### config.mk
export PLATFORM = sky130hd
export DESIGN_NAME = param_universal_counter_flat
export DESIGN_NICKNAME = d
export VERILOG_FILES = /design/src/rtl/param_universal_counter_pkg.sv /design/src/rtl/param_universal_counter_if.sv /design/src/rtl/param_universal_counter.sv /design/src/flat_wrapper.sv
export SDC_FILE = /design/constraint.sdc
export NUM_CORES = 1
export LEC_CHECK = 0
export BUFFER_PORTS_ARGS = -buffer_cell sky130_fd_sc_hd__buf_2
export CORE_UTILIZATION = 47
export DETAILED_ROUTE_END_ITERATION = 8
export MAX_ROUTING_LAYER = met4
export PLACE_DENSITY = 0.85
export SLEW_MARGIN = 30
export SYNTH_ARGS = -nofsm -noshare
export SYNTH_HDL_FRONTEND = slang
export SYNTH_SLANG_ARGS = --single-unit
### constraint.sdc
create_clock -name clk -period 1.7 [get_ports clk]
set_input_delay 0.34 -clock clk [delete_from_list [all_inputs] [get_ports clk]]
set_output_delay 0.34 -clock clk [all_outputs]
set_load 0.02 [all_outputs]
### src/rtl/param_universal_counter_pkg.sv
// counter_pkg: boundary-mode encodings shared by the counter family
package counter_pkg;
  localparam logic [1:0] MODE_WRAP    = 2'b00;
  localparam logic [1:0] MODE_SAT     = 2'b01;
  localparam logic [1:0] MODE_ONESHOT = 2'b10;
endpackage

### src/rtl/param_universal_counter_if.sv
// param_universal_counter_if: control inputs and count outputs of the counter
interface param_universal_counter_if #(parameter int WIDTH = 8);
  logic             en;
  logic             load;
  logic [WIDTH-1:0] load_value;
  logic             up_down_count;
  logic [WIDTH-1:0] max_value;
  logic [1:0]       mode;
  logic [WIDTH-1:0] count_out;
  logic             tc;
  logic             done;
  modport master (output en, load, load_value, up_down_count, max_value, mode,
                  input count_out, tc, done);
  modport slave  (input en, load, load_value, up_down_count, max_value, mode,
                  output count_out, tc, done);
endinterface

### src/rtl/param_universal_counter.sv
// param_universal_counter: loadable up/down counter with wrap, saturate and one-shot boundaries
module param_universal_counter
  import counter_pkg::*;
#(
  parameter int          WIDTH       = 8,
  parameter int unsigned RESET_VALUE = 0
) (
  input logic clk,
  input logic rst,
  param_universal_counter_if.slave bus
);
  logic             up, at_bnd, clamp;
  logic [WIDTH-1:0] nxt;
  always_comb begin
    up     = bus.up_down_count;
    at_bnd = up ? (bus.count_out >= bus.max_value) : (bus.count_out == '0);
    clamp  = (bus.mode == MODE_SAT) || (bus.mode == MODE_ONESHOT);
    // clamping modes stop at the edge reached; wrap jumps to the opposite edge
    nxt    = !at_bnd ? (up ? bus.count_out + 1'b1 : bus.count_out - 1'b1) :
             (clamp == up) ? bus.max_value : '0;
  end
  always_ff @(posedge clk) begin
    if (rst) begin
      bus.count_out <= WIDTH'(RESET_VALUE);
      bus.tc        <= 1'b0;
      bus.done      <= 1'b0;
    end else if (bus.load) begin
      bus.count_out <= bus.load_value;
      bus.tc        <= 1'b0;
      bus.done      <= 1'b0;
    end else if (bus.done) begin
      bus.tc        <= 1'b0;
    end else if (bus.en) begin
      bus.count_out <= nxt;
      bus.tc        <= at_bnd;
      bus.done      <= at_bnd && (bus.mode == MODE_ONESHOT);
    end else begin
      bus.tc        <= 1'b0;
    end
  end
endmodule

### src/flat_wrapper.sv
// flat-port wrapper written by rule: the top's interface ports become plain ports
module param_universal_counter_flat import counter_pkg::*;
#(
  parameter int          WIDTH       = 8,
  parameter int unsigned RESET_VALUE = 0
)
  (clk, rst, bus_en, bus_load, bus_load_value, bus_up_down_count, bus_max_value, bus_mode, bus_count_out, bus_tc, bus_done);
  param_universal_counter_if #(.WIDTH(WIDTH)) bus_i ();
  input logic clk;
  input logic rst;
  input wire logic [$bits(bus_i.en)-1:0] bus_en;
  input wire logic [$bits(bus_i.load)-1:0] bus_load;
  input wire logic [$bits(bus_i.load_value)-1:0] bus_load_value;
  input wire logic [$bits(bus_i.up_down_count)-1:0] bus_up_down_count;
  input wire logic [$bits(bus_i.max_value)-1:0] bus_max_value;
  input wire logic [$bits(bus_i.mode)-1:0] bus_mode;
  output wire logic [$bits(bus_i.count_out)-1:0] bus_count_out;
  output wire logic [$bits(bus_i.tc)-1:0] bus_tc;
  output wire logic [$bits(bus_i.done)-1:0] bus_done;
  assign bus_i.en = bus_en;
  assign bus_i.load = bus_load;
  assign bus_i.load_value = bus_load_value;
  assign bus_i.up_down_count = bus_up_down_count;
  assign bus_i.max_value = bus_max_value;
  assign bus_i.mode = bus_mode;
  assign bus_count_out = bus_i.count_out;
  assign bus_tc = bus_i.tc;
  assign bus_done = bus_i.done;
  param_universal_counter #(.WIDTH(WIDTH), .RESET_VALUE(RESET_VALUE)) u_core (.clk(clk), .rst(rst), .bus(bus_i));
endmodule
# After elaboration in Yosys (flattened, before gate mapping)

Cells that the tools add are included.

Register bits after elaboration: 10
Bits of input ports: 23
Output and inout bits: 10
Logic and storage cells: 27

$add $sub $neg: 2
$lt $le $gt $ge: 1
Equality and inequality tests: 4
Multiplexer cells: 9
Bitwise logic cells: 1
Reductions and logical operators: 7

Operators by type and width:

| kind                  | number |
|---|---|
| $mux W8               | 6 |
| $add A8 B1 Y8 const B | 1 |
| $ge A8 B8 Y1          | 1 |
| $logic_not A8 Y1      | 1 |
| $sub A8 B1 Y8 const B | 1 |
| $reduce_or A4 Y1      | 1 |
| $mux W1               | 3 |
| $eq A2 B1 Y1 const B  | 1 |
| $eq A2 B2 Y1 const B  | 1 |
| $ne A2 B2 Y1 const B  | 1 |
| $reduce_and A2 Y1     | 1 |
| $reduce_bool A2 Y1    | 1 |
| $reduce_or A2 Y1      | 1 |
| $eq A1 B1 Y1          | 1 |
| $logic_and A1 B1 Y1   | 1 |
| $logic_or A1 B1 Y1    | 1 |
| $not A1 Y1            | 1 |

# Depth between registers and ports, before layout

Gate-level depths: netlist of the first run.

Word-level depth: 8
Gate-level depth with buffers: 8

# Worst setup path before layout of the first run

Ideal clock, no wire load.

Kind: flip-flop to flip-flop
Start: reg u_core.bus.count_out[0]
End: reg u_core.bus.count_out[2]
Arrival: 1.917 ns
Required time: 1.630 ns
Slack: -0.287 ns
Stages on the path, launching flop included: 9
Buffers on the path: 1
Cell sequence: dfxtp_1 > inv_1 > ha_1 > nor2b_1 > o21ai_1 > a41o_1 > buf_6 > o311a_1 > a21oi_1

Cells in the longest elaborated chain, start to end: 6

Ends and longest elaborated chain:

| what                                        | line                                                         | source |
|---|---|---|
| start: declaration                          | param_universal_counter_if.sv:15                             | `output count_out, tc, done);` |
| start signal: assignment                    | param_universal_counter.sv:24                                | `bus.count_out <= WIDTH'(RESET_VALUE);` |
| start signal: assignment                    | param_universal_counter.sv:28                                | `bus.count_out <= bus.load_value;` |
| start signal: assignment                    | param_universal_counter.sv:34                                | `bus.count_out <= nxt;` |
| $sub A8 B1 Y8, or another cell as far along | param_universal_counter.sv:19                                | `nxt = !at_bnd ? (up ? bus.count_out + 1'b1 : bus.count_out - 1'b1) :` |
| $mux W8 / $mux W1 (equally long branches)   | param_universal_counter.sv:19, param_universal_counter.sv:16 |  |
| $mux W8 (*)                                 | param_universal_counter.sv:19                                |  |
| $mux W8 (*)                                 | param_universal_counter.sv:33                                | `end else if (bus.en) begin` |
| $mux W8 (*)                                 | param_universal_counter.sv:31                                | `end else if (bus.done) begin` |
| $mux W8 (*)                                 | param_universal_counter.sv:27                                | `end else if (bus.load) begin` |

Every way passes the cells marked *; elsewhere a longest branch is shown, timed or not. The select of a mux whose other input is x is not followed.
A chain may end at the register's enable or synchronous reset.

# Worst setup path in the final report of the first run

Start: reg u_core.bus.count_out[4]
End: reg u_core.bus.count_out[6]

Same word-level chain as after synthesis.

==> impl_metrics.py, run 1 <==
metrics = {
    "place": {
        "gp_congestion": 0.930,
        "dp_hpwl_mm": 2.98,
        "place_area_sq_um": 1630,
        "portBuffers": 32,
        "placedCellCount": 237,
        "post-place-ws_ns": -0.233,
    },
    "pwr": {
        "ir_drop_mv": 0.426,
        "seqPwrFrac": 0.247,
        "p_leak_nw": 0.869,
        "powerDensity_nw_per_um2": 608,
        "power_frac_clock": 0.167,
        "comb_power_share": 0.586,
        "swShare": 0.434,
        "power_mw": 1.17,
        "p_int_uw": 664,
        "power.switching_uw": 510,
    },
    "finish": {
        "fin_cells": 247,
        "drive_gt1_frac": 0.548,
        "synthToLayoutAreaGrowth_pct": 68.2,
        "fin_nets": 259,
        "final_cell_area_sq_um": 1930,
        "fill_cells": 115,
        "diodes": 0,
        "fin_util": 0.857,
    },
    "sta": {
        "min_period_ns": 1.98,
        "fin_worst_skew_ns": 0.0200,
        "max_slew.worst_pin.slew_ns": 0.415,
        "min_period_over_period": 1.16,
        "rsz0062_at_grt": "yes",
        "max_freq_mhz": 505,
        "drv_slew": 0,
        "timing.final.ws_setup_ns": -0.280,
        "max_slew_margin": 0.722,
        "setup_viol": 10,
        "hold_ws_ns": 0.392,
        "hold_viol_final": 0,
        "tns_ns": -1.35,
    },
    "synth": {
        "synth_edf_count": 0,
        "async_flop_share": 0,
        "synthCells": 152,
        "synth_area_leaders": "dfxtp_1 (17%), ha_1 (16%), o2111ai_1 (6.9%)",
        "synth-main-ff-cell": "dfxtp_1",
        "yosysTopAreaCell": "dfxtp_1",
        "synth_seq_area_share": 0.174,
        "synthTopCellsByCount": "nand2_1 (20), ha_1 (15), a21oi_1 (14)",
        "syn_nets": 191,
        "synth_top_cell_area_share": 0.174,
        "syn_area_per_cell_sq_um": 7.56,
        "syn_area_sq_um": 1150,
        "synth_cell_type_count": 38,
        "synth.most_common_cell": "nand2_1",
        "yosysWarningCount": 0,
        "ys_ff_latch": 10,
    },
    "min_path": {
        "min_path_type": "primary input to flip-flop",
    },
    "critical_path": {
        "cp.required_ns": 1.83,
        "path_max_fanout": 6,
        "crit_path_end_kind": "flip-flop",
        "path_class": "flip-flop to flip-flop",
        "critical_path_arrival_ns": 2.11,
        "start_kind": "flip-flop",
    },
    "global_routing": {
        "track_usage": 0.378,
        "grt_pass1_vias": 1585,
        "grt_max_degree": 21,
        "grt_pass1_wl_mm": 7.05,
        "antenna_found_initial": 0,
        "grt-ovfl-total": 0,
    },
    "clocking": {
        "cts_buffers": 3,
        "cts_buffer_depth": 2,
        "htreeDepth": 1,
        "clkSinkCount": 10,
        "clk_pin_slew_ns": 0.09,
        "clk_latency_ns": 0.29,
        "root_buffer": "clkbuf_4",
        "tritoncts": "built",
        "ctsHoldBuffers": 0,
    },
    "floorplan": {
        "ioPinCount": 33,
        "core-area_sq_um": 2250,
        "die_area_sq_um": 2650,
        "initial_utilization": 0.509,
        "die_h_um": 51.4,
        "die_w_um": 51.4,
        "core.rowCount": 17,
    },
    "routing": {
        "wl_met3_um": 525,
        "highest_layer": "met4",
        "wl_per_cell_um": 21.9,
        "wirelength_mm": 5.41,
        "first_iter_violations": 85,
        "vias": 1660,
        "drc": 0,
        "drtAntennaViolNets": 0,
        "firstDrtPassIters": 7,
        "wl_met1_mm": 1.80,
        "wl_met2_mm": 2.62,
        "via_per_inst": 6.72,
    },
    "job": {
        "maxCapViolCount": 0,
    },
    "outcome": {
        "failed_checks": "negative setup slack",
        "status": "complete, but fails checks",
    },
}
-- layout make-up --
cell class | count | area (sq um) | area share
Timing Repair Buffer | 70 | 449 | 0.233
Inverter | 11 | 43.8 | 0.0227
Tap cell | 28 | 35.0 | 0.0181
Clock buffer | 4 | 26.3 | 0.0136
Multi-Input combinational cell | 124 | 1150 | 0.595
Sequential cell | 10 | 228 | 0.118
-- layout by cell type, fill, tap and decap left out, drive strengths merged --
cell / instances
nor3: 3
o211ai: 1
nor2b: 3
xor2: 4
a21o: 4
dfxtp: 10
nand4: 1
ha: 15
o21a: 1
o21ai: 8
o221ai: 1
buf: 70
inv: 11
clkbuf: 4
nand2b: 7
nand3b: 2
o311ai: 4
fa: 1
o2111ai: 9
nor4: 2
o311a: 2
a211oi: 3
or3: 1
a41oi: 2
and2: 3
xnor2: 3
a31oi: 1
nand2: 20
nor2: 4
a21oi: 14
and3: 1
a41o: 1
or2: 1
nand3: 2
-- timing repair --
action,in CTS,in global routing
setup endpoints to repair,10,10
pin swaps,10,8
buffers inserted,4,2
gates resized for setup,18,23
endpoints found under the hold margin,0,0
-- sequential cells by signal, indices dropped and copies added (netlist names) --
signal and count:
u_core.bus.tc 1, u_core.bus.done 1, u_core.bus.count_out 8
-- power by group through the flow --
stage          combinational (mW)  clock (mW)  sequential [mW]
6_report                    0.688       0.196            0.290
5_1_grt                     0.745       0.196            0.292
4_1_cts                     0.557       0.171            0.287
3_5_place_dp                0.495           0            0.295
3_3_place_gp                0.473           0            0.294
2_1_floorplan               0.267           0            0.315
-- critical path, cell delays in order, from the launching register on --
cell and delay, ns:
dfxtp_4 0.36, ha_4 0.22, and2_4 0.14, o21a_1 0.21, a41o_1 0.26, buf_4 0.19
o2111ai_1 0.26, o211ai_1 0.18
-- path summary, 6_finish.rpt --
kind | slack [ns] | from | endpoint | cells after the start
setup / recovery | -0.28 | u_core.bus.count_out[4]$_SDFFE_PP0P_ | u_core.bus.count_out[6]$_SDFFE_PP0P_ | 7
hold / removal | 0.39 | rst | u_core.bus.count_out[0]$_SDFFE_PP0P_ | 2
setup reg to reg | -0.28 | u_core.bus.count_out[4]$_SDFFE_PP0P_ | u_core.bus.count_out[6]$_SDFFE_PP0P_ | 7
hold reg to reg | 0.50 | u_core.bus.done$_SDFF_PP0_ | u_core.bus.done$_SDFF_PP0_ | 2
-- layer usage --
layer,up-vias,GRT usage
met5,-,-
met4,0,0.225
met2,161,0.677
li1,704,-
met3,63,0.0595
met1,732,0.384
-- cells by family (layout without fill, tap and decap cells) --
family / Yosys count / after routing / share of synthesized area
XOR/XNOR: 7 / 7 / 0.0534
buffers and inverters: 18 / 85 / 0.0664
AO/OA/AOI/OAI: 51 / 51 / 0.308
AND/OR/NAND/NOR: 50 / 50 / 0.217
adder cells (fa/ha/maj): 16 / 16 / 0.181
flip-flops: 10 / 10 / 0.174
Power figures use the tool's default switching activity.
==> inputs of run 2 (changes only) <==
--- a/config.mk
+++ b/config.mk
@@ -6,7 +6,10 @@
 export NUM_CORES = 1
 export LEC_CHECK = 0
 export BUFFER_PORTS_ARGS = -buffer_cell sky130_fd_sc_hd__buf_2
-export CORE_UTILIZATION = 47
+export CELL_PAD_IN_SITES_DETAIL_PLACEMENT = 2
+export CELL_PAD_IN_SITES_GLOBAL_PLACEMENT = 2
+export CORE_MARGIN = 4
+export CORE_UTILIZATION = 26
 export DETAILED_ROUTE_END_ITERATION = 8
 export MAX_ROUTING_LAYER = met4
 export PLACE_DENSITY = 0.85
==> constraint.sdc (replaced) <==
create_clock -name clk -period 1.6 [get_ports clk]
set_input_delay 0.32 -clock clk [delete_from_list [all_inputs] [get_ports clk]]
set_output_delay 0.32 -clock clk [all_outputs]
set_load 0.02 [all_outputs]
==> run 2 against run 1 <==
The flow still finishes with violations (negative setup slack). Core utilization down 31 points. Setup slack worse by 0.16 ns. Cell area up 18%. Worst hold slack better by 0.0084 ns. Sequential share of layout area down 1.9 points. Global-route usage down 4.3 points. Sequential power up 6.9%. Clock skew down 0.012 ns. Total power up 42%. Die area up 110%. Non-clock buffer count up 12.
==> impl_metrics.py, run 2 (synthesis gave the netlist of run 1 again) <==
metrics = {
    "critical_path": {
        "crit_path_end_kind": "flip-flop",
        "start_kind": "flip-flop",
        "path_class": "flip-flop to flip-flop",
        "critical_path_arrival_ns": 2.17,
        "cp.required_ns": 1.73,
        "path_max_fanout": 4,
    },
    "routing": {
        "drc": 0,
        "via_per_inst": 6.10,
        "firstDrtPassIters": 5,
        "wirelength_mm": 9.58,
        "first_iter_violations": 57,
        "wl_per_cell_um": 34.1,
        "drtAntennaViolNets": 0,
        "vias": 1713,
    },
    "sta": {
        "hold_viol_final": 0,
        "setup_viol": 10,
        "min_period_ns": 2.04,
        "drv_slew": 0,
        "max_freq_mhz": 491,
        "rsz0062_at_grt": "yes",
        "max_slew.worst_pin.slew_ns": 0.540,
        "min_period_over_period": 1.27,
        "fin_worst_skew_ns": 0.00837,
        "timing.final.ws_setup_ns": -0.435,
        "max_slew_margin": 0.640,
    },
    "clocking": {
        "clk_pin_slew_ns": 0.06,
        "ctsHoldBuffers": 0,
        "root_buffer": "clkbuf_8",
        "clkSinkCount": 10,
        "htreeDepth": 1,
        "tritoncts": "built",
        "clk_latency_ns": 0.25,
        "cts_buffers": 3,
        "cts_buffer_depth": 2,
    },
    "floorplan": {
        "die_h_um": 74.5,
        "ioPinCount": 33,
        "die_area_sq_um": 5550,
        "initial_utilization": 0.277,
        "core-area_sq_um": 4140,
        "die_w_um": 74.5,
        "core.rowCount": 23,
    },
    "min_path": {
        "min_path_type": "primary input to flip-flop",
    },
    "place": {
        "portBuffers": 32,
        "dp_hpwl_mm": 5.21,
        "gp_congestion": 0.911,
        "place_area_sq_um": 1760,
    },
    "finish": {
        "drive_gt1_frac": 0.649,
        "reg_top3": "u_core.bus.count_out: 8 flops, u_core.bus.done: 1 flops, u_core.bus.tc: 1 flops",
        "fin_util": 0.549,
        "mostFrequentLayoutCells": "buf_4 (45), buf_2 (32), nand2_1 (16), inv_1 (8), ha_4 (8)",
        "layout_commonest_cell": "buf_4",
        "regMostFlops": "u_core.bus.count_out",
        "largest_reg_flops": 8,
        "synthToLayoutAreaGrowth_pct": 98.0,
        "final_cell_area_sq_um": 2270,
        "fin_nets": 271,
        "diodes": 0,
    },
    "global_routing": {
        "grt_pass1_wl_mm": 12.5,
        "grt_max_degree": 17,
        "grt-ovfl-total": 0,
        "track_usage": 0.335,
        "grt_pass1_vias": 1969,
        "antenna_found_initial": 0,
    },
    "pwr": {
        "ir_drop_mv": 0.298,
        "comb_power_share": 0.601,
        "p_leak_nw": 0.983,
        "seqPwrFrac": 0.185,
        "power_frac_clock": 0.213,
        "power.switching_uw": 758,
        "p_int_uw": 914,
        "powerDensity_nw_per_um2": 735,
        "swShare": 0.453,
    },
    "outcome": {
        "failed_checks": "negative setup slack",
        "status": "complete, but fails checks",
    },
    "job": {
        "maxCapViolCount": 0,
    },
}
[run 2: cell count changes in the layout (fill, tap and decap cells not counted), moves of 3 or more]
cell	before	now
buf_4	37	45
clkbuf_8	0	4
o2111ai_4	0	4
a21oi_1	10	7
a21oi_2	3	6
buf_6	1	4
clkbuf_4	3	0
nand2_1	19	16
[run 2: layer usage]
layer	track usage	wire (um)	up-vias
met5	-	0	-
met4	0.206	656	0
met3	0.0797	586	54
met2	0.594	4870	88
met1	0.327	3470	845
li1	-	-	726
[run 2: repair_timing]
action | CTS | global route
setup endpoints to repair | 10 | 10
resized for setup | 46 | 21
pin swaps | 14 | 16
setup buffers | 3 | 2
[run 2: final timing paths]
kind	from	endpoint	slack [ns]	cells after the start
setup reg to reg	u_core.bus.count_out[1]$_SDFFE_PP0P_	u_core.bus.count_out[7]$_SDFFE_PP0P_	-0.44	7
hold / removal	bus_en	u_core.bus.done$_SDFF_PP0_	0.40	3
setup / recovery	u_core.bus.count_out[1]$_SDFFE_PP0P_	u_core.bus.count_out[7]$_SDFFE_PP0P_	-0.44	7
hold reg to reg	u_core.bus.done$_SDFF_PP0_	u_core.bus.done$_SDFF_PP0_	0.56	2
[run 2: power groups by stage]
stage / combinational, mW / clock, mW / sequential (mW)
global route: 1.05 / 0.369 / 0.311
global placement: 0.585 / 0 / 0.304
finish: 1.01 / 0.357 / 0.310
CTS: 0.823 / 0.344 / 0.305
floorplan: 0.285 / 0 / 0.335
detailed placement: 0.649 / 0 / 0.308
[run 2: final cells by class]
class	count	area, sq um
fill	428	1870
multi-input combinational	124	1330
tap	50	62.6
timing repair buffer	82	563
inverter	11	43.8
clock buffer	4	55.1
sequential	10	225
[run 2: worst max-delay path, stage by stage (launching register included)]
cell      delay (ns)
dfxtp_4         0.37
buf_4           0.15
ha_1            0.28
a21o_1          0.17
nand4_1         0.21
a31oi_2         0.28
xnor2_2         0.16
o311ai_4        0.28
[run 2: per-stage QoR]
step / hold slack [ns] / std cells / power [mW] / setup WS [ns] / setup TNS, ns
finish: 0.400 / 281 / 1.67 / -0.435 / -3.14
global route: 0.405 / 281 / 1.73 / -0.436 / -3.58
CTS: 0.377 / 279 / 1.47 / -0.278 / -1.99
detailed placement: 0.514 / 273 / 0.957 / -0.582 / -4.18
global placement: 0.474 / 273 / 0.889 / -0.325 / -2.70
floorplan: 0.472 / 152 / 0.620 / -0.117 / -0.617
==> inputs of run 3 (changes only) <==
--- a/config.mk
+++ b/config.mk
@@ -13,6 +13,7 @@
 export DETAILED_ROUTE_END_ITERATION = 8
 export MAX_ROUTING_LAYER = met4
 export PLACE_DENSITY = 0.85
+export SETUP_SLACK_MARGIN = 0.1
 export SLEW_MARGIN = 30
 export SYNTH_ARGS = -nofsm -noshare
 export SYNTH_HDL_FRONTEND = slang
==> run 3 against run 2 <==
The flow still finishes with violations (negative setup slack). Clock power down 13%. Wire length down 30%. Sequential share of layout area up 0.79 points. Die area did not move. Total power decreased by 15%. First-iteration DRC count is 30% higher. Maximum frequency rose by 9.5%. Sequential power about the same. Critical path depth unchanged. Flip-flop and latch count unchanged. Global-route usage decreased by 7.1 points.
==> impl_metrics.py, run 3 (synthesis gave the netlist of run 1 again) <==
metrics = {
    "global_routing": {
        "track_usage": 0.264,
        "grt_max_degree": 17,
        "antenna_found_initial": 0,
        "grt_pass1_wl_mm": 10.2,
        "grt_pass1_vias": 1848,
        "grt-ovfl-total": 0,
    },
    "critical_path": {
        "path_class": "flip-flop to flip-flop",
        "crit_slowest_cell": "dfxtp_4",
        "start_kind": "flip-flop",
        "crit_path_end_kind": "flip-flop",
        "critical_path_arrival_ns": 1.99,
        "crit_buf_inv": 1,
        "worstPathCellList": "ha_4, and2_0, o21a_1, a41o_4, buf_6, o2111ai_2, o311ai_4",
        "cp.required_ns": 1.73,
        "path_max_fanout": 6,
        "max_stage_delay_ns": 0.35,
        "crit_family": "compound AO/OA/AOI/OAI gates",
    },
    "clocking": {
        "clk_pin_slew_ns": 0.06,
        "root_buffer": "clkbuf_8",
        "htreeDepth": 1,
        "cts_buffer_depth": 2,
        "clkSinkCount": 10,
        "clk_latency_ns": 0.26,
        "ctsHoldBuffers": 0,
        "cts_buffers": 3,
        "tritoncts": "built",
    },
    "floorplan": {
        "ioPinCount": 33,
        "initial_utilization": 0.277,
        "die_w_um": 74.5,
        "die_h_um": 74.5,
        "die_area_sq_um": 5550,
        "core-area_sq_um": 4140,
        "core.rowCount": 23,
    },
    "sta": {
        "tns_ns": -1.90,
        "min_period_over_period": 1.16,
        "hold_viol_final": 0,
        "min_period_ns": 1.86,
        "setup_viol": 10,
        "timing.final.ws_setup_ns": -0.259,
        "max_slew.worst_pin.slew_ns": 0.472,
        "rsz0062_at_grt": "yes",
        "max_freq_mhz": 538,
        "fin_worst_skew_ns": 0.0124,
        "max_slew_margin": 0.685,
        "drv_slew": 0,
    },
    "finish": {
        "fill_cells": 454,
        "seqCellArea_sq_um": 228,
        "reg_top3": "u_core.bus.count_out: 8 flops, u_core.bus.done: 1 flops, u_core.bus.tc: 1 flops",
        "synthToLayoutAreaGrowth_pct": 85.5,
        "regMostFlops": "u_core.bus.count_out",
        "drive_gt1_frac": 0.604,
        "diodes": 0,
        "largest_reg_flops": 8,
        "layout_commonest_cell": "buf_4",
        "multi_input_area_sq_um": 1230,
        "fin_nets": 267,
        "mostFrequentLayoutCells": "buf_4 (43), buf_2 (32), nand2_1 (17), a21oi_1 (11)",
        "final_cell_area_sq_um": 2130,
    },
    "routing": {
        "drtAntennaViolNets": 0,
        "wl_per_cell_um": 24.2,
        "firstDrtPassIters": 4,
        "first_iter_violations": 74,
        "vias": 1564,
        "wirelength_mm": 6.70,
        "via_per_inst": 5.65,
        "drc": 0,
    },
    "job": {
        "maxCapViolCount": 0,
    },
    "place": {
        "dp_hpwl_mm": 4.70,
        "gp_congestion": 0.892,
        "place_area_sq_um": 1740,
        "portBuffers": 32,
    },
    "pwr": {
        "p_leak_nw": 0.939,
        "power_mw": 1.43,
        "ir_drop_mv": 0.226,
        "powerDensity_nw_per_um2": 669,
    },
    "outcome": {
        "failed_checks": "negative setup slack",
        "status": "complete, but fails checks",
    },
    "min_path": {
        "min_path_type": "primary input to flip-flop",
    },
}
## run 3: cell count changes in the layout (fill, tap and decap cells not counted), sizes merged
cell / previous run / this run
buf: 82 / 78
## run 3: area by class of cell
class                   instances  area share
clock buffers                   4      0.0211
inverters                      11      0.0206
multi-input cells             124       0.580
flip-flops and latches         10       0.107
well taps                      50      0.0294
repair buffers                 78       0.243
## run 3: per-layer routing
layer / routed length (um) / vias to the layer above / track usage
li1: - / 720 / -
met1: 2680 / 781 / 0.273
met2: 3540 / 42 / 0.480
met3: 212 / 21 / 0.0405
met4: 263 / 0 / 0.134
met5: 0 / - / -
## run 3: stage by stage
stage	std cells	hold slack [ns]	utilization	worst slack, ns
global route	277	0.404	0.514	-0.297
floorplan	152	0.472	-	-0.117
finish	277	0.383	0.514	-0.259
CTS	277	0.394	0.479	-0.189
global placement	270	0.477	0.421	-0.285
detailed placement	270	0.486	0.421	-0.480
## run 3: path summary, 6_finish.rpt
check / start / to / slack, ns / depth (start not counted)
worst min register to register: u_core.bus.done$_SDFF_PP0_ / u_core.bus.done$_SDFF_PP0_ / 0.50 / 2
worst max register to register: u_core.bus.count_out[4]$_SDFFE_PP0P_ / u_core.bus.count_out[7]$_SDFFE_PP0P_ / -0.26 / 7
worst min-delay path: bus_en / u_core.bus.done$_SDFF_PP0_ / 0.38 / 3
worst max-delay path: u_core.bus.count_out[4]$_SDFFE_PP0P_ / u_core.bus.count_out[7]$_SDFFE_PP0P_ / -0.26 / 7
## run 3: report_power, final
group | internal, mW | total (mW) | switching, mW
clock | 0.177 | 0.310 | 0.134
sequential | 0.273 | 0.309 | 0.0364
combinational | 0.364 | 0.806 | 0.442
total | 0.814 | 1.43 | 0.612
## run 3: worst min-delay path: cells and delay by family
kind	cells	cell delay, ns
AO/OA/AOI/OAI	2	0.14
buffers and inverters	1	0.12
## run 3: timing repair
item,CTS,global route
resized for setup,32,22
pin swaps,16,12
setup buffers,3,0
endpoints found under the setup margin,10,10
